--- src/rtl/btn_conditioner_pkg.sv ---
// Shared constants and helpers for the stopwatch input conditioner.
package btn_cond_pkg;

  // Channel index of each raw input inside the packed channel vectors
  localparam int CH_SEL = 0;
  localparam int CH_ADJ = 1;
  localparam int CH_RST = 2;
  localparam int CH_PSE = 3;
  localparam int NUM_CH = 4;

  // Debounce counter width; it must be able to hold DB_CYCLES itself
  function automatic int cnt_width(input int db_cycles);
    return $clog2(db_cycles + 1);
  endfunction

endpackage : btn_cond_pkg

--- src/rtl/btn_conditioner_if.sv ---
// Board-side bundle: raw switch/button inputs and the conditioned control outputs.
interface btn_conditioner_if;

  logic sw_sel;
  logic sw_adj;
  logic btn_rst;
  logic btn_pse;
  logic sel;
  logic adj;
  logic clr;
  logic pse;

  // Board / stimulus side: drives the raw inputs, observes the clean controls
  modport master (
    output sw_sel,
    output sw_adj,
    output btn_rst,
    output btn_pse,
    input  sel,
    input  adj,
    input  clr,
    input  pse
  );

  // Conditioner side
  modport slave (
    input  sw_sel,
    input  sw_adj,
    input  btn_rst,
    input  btn_pse,
    output sel,
    output adj,
    output clr,
    output pse
  );

endinterface : btn_conditioner_if

--- src/rtl/btn_conditioner_debounce_chan.sv ---
// One input channel: multi-flop synchroniser followed by a stable-count debouncer.
// q only moves after the synchronised input has differed from it for DB_CYCLES
// consecutive cycles; any return to q restarts the count from zero.
module debounce_chan
  import btn_cond_pkg::*;
#(
  parameter int DB_CYCLES   = 1_000_000,
  parameter int SYNC_STAGES = 2
) (
  input  logic clk,
  input  logic rst,
  input  logic din,
  output logic q
);

  localparam int             CW       = cnt_width(DB_CYCLES);
  localparam logic [CW-1:0]  CNT_LAST = CW'(DB_CYCLES - 1);

  logic [SYNC_STAGES-1:0] sync_r;
  logic                   s_s;
  logic                   q_r;
  logic                   q_nxt_s;
  logic [CW-1:0]          cnt_r;
  logic [CW-1:0]          cnt_nxt_s;

  assign s_s = sync_r[SYNC_STAGES-1];
  assign q   = q_r;

  // Synchroniser chain: shift the asynchronous input through SYNC_STAGES flops
  always_ff @(posedge clk) begin
    if (rst) begin
      sync_r <= {SYNC_STAGES{1'b0}};
    end else begin
      sync_r <= {sync_r[SYNC_STAGES-2:0], din};
    end
  end

  // Debounce decision: count consecutive differing cycles, accept on the last one
  always_comb begin
    q_nxt_s   = q_r;
    cnt_nxt_s = {CW{1'b0}};
    if (s_s == q_r) begin
      q_nxt_s   = q_r;
      cnt_nxt_s = {CW{1'b0}};
    end else if (cnt_r == CNT_LAST) begin
      q_nxt_s   = s_s;
      cnt_nxt_s = {CW{1'b0}};
    end else begin
      q_nxt_s   = q_r;
      cnt_nxt_s = cnt_r + CW'(1'b1);
    end
  end

  // Stable state and counter registers; reset discards any partial count
  always_ff @(posedge clk) begin
    if (rst) begin
      q_r   <= 1'b0;
      cnt_r <= {CW{1'b0}};
    end else begin
      q_r   <= q_nxt_s;
      cnt_r <= cnt_nxt_s;
    end
  end

endmodule : debounce_chan

--- src/rtl/btn_conditioner.sv ---
// Stopwatch front end: debounces two switches and two buttons, turns the reset
// button into a one-cycle clear pulse and the pause button into a run/pause level.
module btn_conditioner
  import btn_cond_pkg::*;
#(
  parameter int DB_CYCLES   = 1_000_000,
  parameter int SYNC_STAGES = 2
) (
  input  logic              clk,
  input  logic              rst,
  btn_conditioner_if.slave  bus
);

  logic [NUM_CH-1:0] raw_s;
  logic [NUM_CH-1:0] q_s;

  logic rst_q_d_r;
  logic pse_q_d_r;
  logic press_rst_s;
  logic press_pse_s;
  logic pse_nxt_s;

  logic sel_r;
  logic adj_r;
  logic clr_r;
  logic pse_r;

  assign raw_s[CH_SEL] = bus.sw_sel;
  assign raw_s[CH_ADJ] = bus.sw_adj;
  assign raw_s[CH_RST] = bus.btn_rst;
  assign raw_s[CH_PSE] = bus.btn_pse;

  for (genvar g = 0; g < NUM_CH; g++) begin : g_chan
    debounce_chan #(
      .DB_CYCLES   (DB_CYCLES),
      .SYNC_STAGES (SYNC_STAGES)
    ) u_chan (
      .clk (clk),
      .rst (rst),
      .din (raw_s[g]),
      .q   (q_s[g])
    );
  end

  // Rising edges of the debounced buttons; release edges are ignored
  always_comb begin
    press_rst_s = q_s[CH_RST] & ~rst_q_d_r;
    press_pse_s = q_s[CH_PSE] & ~pse_q_d_r;
  end

  // Pause toggle: a clear always returns to running, even if pause was pressed too
  always_comb begin
    pse_nxt_s = pse_r;
    if (press_rst_s) begin
      pse_nxt_s = 1'b0;
    end else if (press_pse_s) begin
      pse_nxt_s = ~pse_r;
    end else begin
      pse_nxt_s = pse_r;
    end
  end

  // Edge-detect delay registers and all registered outputs
  always_ff @(posedge clk) begin
    if (rst) begin
      rst_q_d_r <= 1'b0;
      pse_q_d_r <= 1'b0;
      sel_r     <= 1'b0;
      adj_r     <= 1'b0;
      clr_r     <= 1'b0;
      pse_r     <= 1'b0;
    end else begin
      rst_q_d_r <= q_s[CH_RST];
      pse_q_d_r <= q_s[CH_PSE];
      sel_r     <= q_s[CH_SEL];
      adj_r     <= q_s[CH_ADJ];
      clr_r     <= press_rst_s;
      pse_r     <= pse_nxt_s;
    end
  end

  assign bus.sel = sel_r;
  assign bus.adj = adj_r;
  assign bus.clr = clr_r;
  assign bus.pse = pse_r;

endmodule : btn_conditioner

--- src/flat_wrapper.sv ---
// flat-port wrapper written by rule: the top's interface ports become plain ports
module btn_conditioner_flat import btn_cond_pkg::*;
#(
  parameter int DB_CYCLES   = 1_000_000,
  parameter int SYNC_STAGES = 2
)
  (clk, rst, bus_sw_sel, bus_sw_adj, bus_btn_rst, bus_btn_pse, bus_sel, bus_adj, bus_clr, bus_pse);
  btn_conditioner_if bus_i ();
  input  logic clk;
  input  logic rst;
  input wire logic [$bits(bus_i.sw_sel)-1:0] bus_sw_sel;
  input wire logic [$bits(bus_i.sw_adj)-1:0] bus_sw_adj;
  input wire logic [$bits(bus_i.btn_rst)-1:0] bus_btn_rst;
  input wire logic [$bits(bus_i.btn_pse)-1:0] bus_btn_pse;
  output wire logic [$bits(bus_i.sel)-1:0] bus_sel;
  output wire logic [$bits(bus_i.adj)-1:0] bus_adj;
  output wire logic [$bits(bus_i.clr)-1:0] bus_clr;
  output wire logic [$bits(bus_i.pse)-1:0] bus_pse;
  assign bus_i.sw_sel = bus_sw_sel;
  assign bus_i.sw_adj = bus_sw_adj;
  assign bus_i.btn_rst = bus_btn_rst;
  assign bus_i.btn_pse = bus_btn_pse;
  assign bus_sel = bus_i.sel;
  assign bus_adj = bus_i.adj;
  assign bus_clr = bus_i.clr;
  assign bus_pse = bus_i.pse;
  btn_conditioner #(.DB_CYCLES(DB_CYCLES), .SYNC_STAGES(SYNC_STAGES)) u_core (.clk(clk), .rst(rst), .bus(bus_i));
endmodule
--- config.mk ---
export PLATFORM = sky130hd
export DESIGN_NAME = btn_conditioner_flat
export DESIGN_NICKNAME = d
export VERILOG_FILES = /design/src/rtl/btn_conditioner_pkg.sv /design/src/rtl/btn_conditioner_if.sv /design/src/rtl/btn_conditioner_debounce_chan.sv /design/src/rtl/btn_conditioner.sv /design/src/flat_wrapper.sv
export SDC_FILE = /design/constraint.sdc
export NUM_CORES = 1
export LEC_CHECK = 0
export CAP_MARGIN = 20
export CORE_MARGIN = 10
export CORE_UTILIZATION = 30
export CTS_BUF_LIST = sky130_fd_sc_hd__clkbuf_8 sky130_fd_sc_hd__clkbuf_16
export DETAILED_ROUTE_END_ITERATION = 12
export GPL_ROUTABILITY_DRIVEN = 0
export HOLD_SLACK_MARGIN = 0.08
export PLACE_DENSITY_LB_ADDON = 0.12
export SETUP_SLACK_MARGIN = 0.05
export SYNTH_ARGS = -nofsm -noshare
export SYNTH_HDL_FRONTEND = slang
export SYNTH_SLANG_ARGS = --single-unit
--- constraint.sdc ---
create_clock -name clk -period 3.7 [get_ports clk]
set_input_delay 0.74 -clock clk [delete_from_list [all_inputs] [get_ports clk]]
set_output_delay 0.74 -clock clk [all_outputs]
set_load 0.03 [all_outputs]
# Word-level counts from Yosys, hierarchy flattened
# Cells that the tools add are included.
# word_totals
register_bits,98
out_inout_bits,4
wordCells,48
# op_classes
n_addsub,4
reduce_logical,9
eq_ne,8
bitwise_logic,9
# op_table
cell,count
$add A20 B1 Y20 const B,4
$eq A20 B20 Y1 const B,4
$reduce_or A3 Y1,4
$reduce_and A2 Y1,4
$not A1 Y1,7
$eq A1 B1 Y1,4
$and A1 B1 Y1,2
$reduce_or A2 Y1,1

# Depth between registers and ports, before layout
# depth
ltp_word,3
ltp_mapped,6
depth_no_buf,5

# Modules after synthesis
# From an unflattened synthesis, not the netlist that was laid out.
# hier_totals
hier_cells,475
area_unflattened_um2,4264.1
# modules_own_cells
mod,cells_per_inst,area_per_inst_um2,n_inst
debounce_chan,115,1018.5,4
btn_conditioner,15,190.2,1

# Worst setup path after synthesis
# OpenSTA, ideal clock, no wires.
# synth_timing
kind,reg2reg
from,reg u_core.g_chan[3].u_chan.cnt_r[3]
to,reg u_core.g_chan[3].u_chan.cnt_r[17]
slack_ns,1.870
t_required_ns,3.627
stages_incl_launch_ff,6
arrival_ns,1.757
period_less_slack_ns,1.830
path_cell_list,dfxtp_1 nand4_4 or4_1 buf_2 or4_1 a21oi_1
# synth_via
elab_chain_len,2
elab_cells_between_ends,3
cone_classes,add/sub (1); eq/ne (1); reduce/logical (1)
# synth_rtl
item,line_no,rtl
start: declaration,btn_conditioner_debounce_chan.sv:23,logic [CW-1:0] cnt_r;
start signal: assignment,btn_conditioner_debounce_chan.sv:58,cnt_r <= {CW{1'b0}};
start signal: assignment,btn_conditioner_debounce_chan.sv:61,cnt_r <= cnt_nxt_s;
branches (longest 2 deep; another with $add A20 B1 Y20),--,
# Several ways; the timed one is not identified.
# A chain may end at the register's enable or synchronous reset.

# Final worst setup path
# layout_timing
from,reg u_core.pse_r (netlist: u_core.bus.pse)
to,out bus_pse
# layout_lines
item,line_no,rtl
start: declaration,btn_conditioner.sv:26,logic pse_r;
start signal: assignment,btn_conditioner.sv:78,pse_r <= pse_nxt_s;
end: declaration,flat_wrapper.sv:18,output wire logic [$bits(bus_i.pse)-1:0] bus_pse;
# No word-level cell between the ends.

==> Flow_metrics.wiki <==
{| class="wikitable"
! Metric !! Value
|-
| Portion of the clock cycle consumed by the worst path in the final layout || 58.68%
|-
| Max-slew violation count || 0
|-
| Final Cell Area || 4858 sq um
|-
| Via-to-Cell Ratio || 4.886
|-
| Setup repair after global routing missed its margin || no
|-
| Wire length of the first global-routing pass || 14520 um
|-
| Post-Synthesis Cells || 479
|-
| Deepest level of the CTS H-tree || 3
|-
| Commonest non-fill, non-tap cell in the layout || sky130_fd_sc_hd__dfxtp_1
|-
| Type of element launching the critical path || register
|-
| DRT antenna net count || 0
|-
| Highest-count cells in the layout ignoring fill and taps || 98 x sky130_fd_sc_hd__dfxtp_1, 62 x sky130_fd_sc_hd__nor2_1, 30 x sky130_fd_sc_hd__xnor2_1, 30 x sky130_fd_sc_hd__a21oi_1
|-
| Routed Wire Length || 8368 um
|-
| Family with the most delay on the worst path || buffers and inverters
|-
| CP cell instances || clkdlybuf4s50_1
|-
| Count of inserted antenna diode cells || 0
|-
| Slowest stage cell, crit path || sky130_fd_sc_hd__clkdlybuf4s50_1
|-
| Maximum number of pins on one net before global-route repair || 21
|-
| Predominant post-synthesis flop cell || sky130_fd_sc_hd__dfxtp_1
|-
| Die Wd || 138.7 um
|-
| TritonCTS clock tree || yes
|-
| Post-cts hold buffer count || 0
|-
| Row Count || 43
|-
| P per Cell Area || 444.7 nW/um^2
|-
| Data arrival time of the worst path || 1430 ps
|-
| Final nets || 499
|-
| CTS sink count || 98
|-
| Share of synthesized registers carrying an async set or reset || 0%
|-
| Leak pwr || 1.403 nW
|-
| Synthesized flop and latch total || 98
|-
| Synthesis-to-finish area growth || 14.98%
|-
| Largest stage delay, worst path || 700 ps
|-
| Starting DRC count in detailed routing || 152
|-
| Sum of negative setup slack || 0 ps
|-
| Syn Area/Cell || 8.821 sq um
|-
| Number of remaining DRC errors || 0
|-
| # Post-CTS Setup Buffers || 0
|-
| Starting density of the core || 30.56%
|-
| Buffering stage count on the worst path with inverters included || 1
|-
| Clk pin slew, worst setup/hold paths || 70 ps
|-
| Combined area of all synthesized cells || 4225 sq um
|-
| Number of antenna violations at the first check in global routing || 0
|-
| Number of enable-type register cells in the synthesized netlist || 0
|-
| Total die area || 19230 sq um
|-
| GRT Residual Overflow || 0
|-
| Worst rel slew slack || 46.45%
|-
| Vias in the first global route || 3030
|-
| Maxcap violations || 0
|-
| Total iterations of the first detailed-routing run || 4
|-
| Number of I/O port buffers || 9
|-
| Detailed placement HPWL || 5660 um
|-
| Fill cell count || 1420
|-
| Post-cts resize count || 0
|-
| Final Setup Violations || 0
|-
| Hold WC Path Type || register to register
|-
| Synthesis Warnings || 0
|-
| Worst setup skew after layout || 6.961 ps
|-
| Number of buffers added by the clock tree synthesis step || 9
|-
| Share of cells above drive strength 1 || 5.882%
|-
| Shortest clock period the worst path allows after layout || 2171 ps
|-
| Number of different library cells in the post-synthesis netlist || 36
|-
| Worst ir drop on vdd || 201.2 uV
|-
| Placeable core region || 13830 sq um
|-
| Maximum fanout along the worst path || 2
|-
| Max Fclk || 460.6 MHz
|-
| GRT Util Overall || 8.891%
|-
| Average wire per cell in the routed design || 12.43 um
|-
| Worst Tran Pin Value || 803.1 ps
|-
| Detailed-route via count || 3288
|-
| Final-report hold violation count || 0
|-
| Net count after synthesis || 489
|-
| Capturing element type of the critical path || output pin
|-
| Clock latency on the worst-skew pair || 350 ps
|-
| Required arrival time at the worst endpoint || 2960 ps
|-
| Share of the yosys chip area belonging to registers || 46.43%
|-
| Minimum hold slack || 421.1 ps
|-
| Run status || completed
|-
| Die H || 138.7 um
|-
| Ports placed on the boundary || 10
|-
| Post-DP Area || 4517 sq um
|-
| Number of buffers on the longest clock path || 2
|-
| Root buffer cell || sky130_fd_sc_hd__clkbuf_16
|-
| WS Path Type || register to output pin
|}
## synth_stat cells, types with 9 or more instances
master | n | area, sq um
sky130_fd_sc_hd__xor2_1 | 20 | 175.2
sky130_fd_sc_hd__nor4b_1 | 9 | 78.83
sky130_fd_sc_hd__nand3_1 | 24 | 120.1
sky130_fd_sc_hd__nor3_1 | 12 | 60.06
sky130_fd_sc_hd__a21oi_1 | 30 | 150.1
sky130_fd_sc_hd__inv_1 | 18 | 67.56
sky130_fd_sc_hd__clkbuf_1 | 13 | 48.80
sky130_fd_sc_hd__o31ai_1 | 14 | 105.1
sky130_fd_sc_hd__xnor2_1 | 30 | 262.8
sky130_fd_sc_hd__or3_1 | 13 | 81.33
sky130_fd_sc_hd__nand2_1 | 24 | 90.09
sky130_fd_sc_hd__dfxtp_1 | 98 | 1962
sky130_fd_sc_hd__o21ai_0 | 17 | 85.08
sky130_fd_sc_hd__nor2b_1 | 15 | 93.84
sky130_fd_sc_hd__nor2_1 | 62 | 232.7
sky130_fd_sc_hd__nand4_1 | 22 | 137.6
sky130_fd_sc_hd__or4_1 | 17 | 127.6
## per-stage QoR
step                      power [mW]  util [%]  instances  setup slack (ps)
after floorplan                1.101         -        479              1870
final                          2.161     35.14        673              1529
after global routing           2.240     35.14        673              1463
after detailed placement       1.113     32.67        658              1280
after global placement         1.113     32.67        658              1319
after CTS                      2.197     35.14        673              1484
## layout make-up
cell class	count	area [sq um]	share of cell area [%]
multi-input cells	349	2142	44.09
flip-flops and latches	98	1962	40.38
clock buffers	10	239.0	4.919
well taps	180	225.2	4.636
repair buffers	13	120.1	2.472
clock inverters	5	102.6	2.112
inverters	18	67.56	1.391
## routing by layer
layer  track usage, %  vias up  part of all wire, %
met5                0        -                    0
met3            3.356       13                  3.6
met1            11.10     1525                   51
met2            13.60       28                   44
li1                 -     1722                    -
met4            3.295        0                  1.6
## power by group
group          internal, mW  leakage, nW  switching (mW)
registers              1.06        0.791         0.00318
logic                0.0112        0.447          0.0143
clock network         0.674        0.165           0.398
total                  1.75         1.40           0.416
## final timing paths
kind / start / endpoint / slack [ps] / cells after the start
worst max-delay path: u_core.bus.pse$_SDFFE_PP0P_ / bus_pse / 1530 / 1
worst min-delay path: u_core.rst_q_d_r$_SDFF_PP0_ / u_core.bus.clr$_SDFF_PP0_ / 420 / 1
worst max register to register: u_core.g_chan[2].u_chan.cnt_r[0]$_SDFF_PP0_ / u_core.g_chan[2].u_chan.cnt_r[9]$_SDFF_PP0_ / 1680 / 5
worst min register to register: u_core.rst_q_d_r$_SDFF_PP0_ / u_core.bus.clr$_SDFF_PP0_ / 420 / 1
## cells by family after synthesis
logic type / after synthesis / synth area share (%)
flip-flops: 98 / 46.43
AO/OA/AOI/OAI: 66 / 9.002
buffers and inverters: 32 / 2.872
XOR/XNOR: 50 / 10.36
AND/OR/NAND/NOR: 229 / 30.15
adder cells (fa/ha/maj): 4 / 1.185
## flip-flops by register name, indices dropped and copies added, names as in the netlist
name and cells:
u_core.bus.sel 1, u_core.bus.pse 1, u_core.bus.clr 1, u_core.rst_q_d_r 1, u_core.bus.adj 1, u_core.g_chan.u_chan.cnt_r 80
u_core.pse_q_d_r 1, u_core.g_chan.u_chan.sync_r 8, u_core.g_chan.u_chan.q 4
No activity file was read; power rests on OpenSTA's default activity.
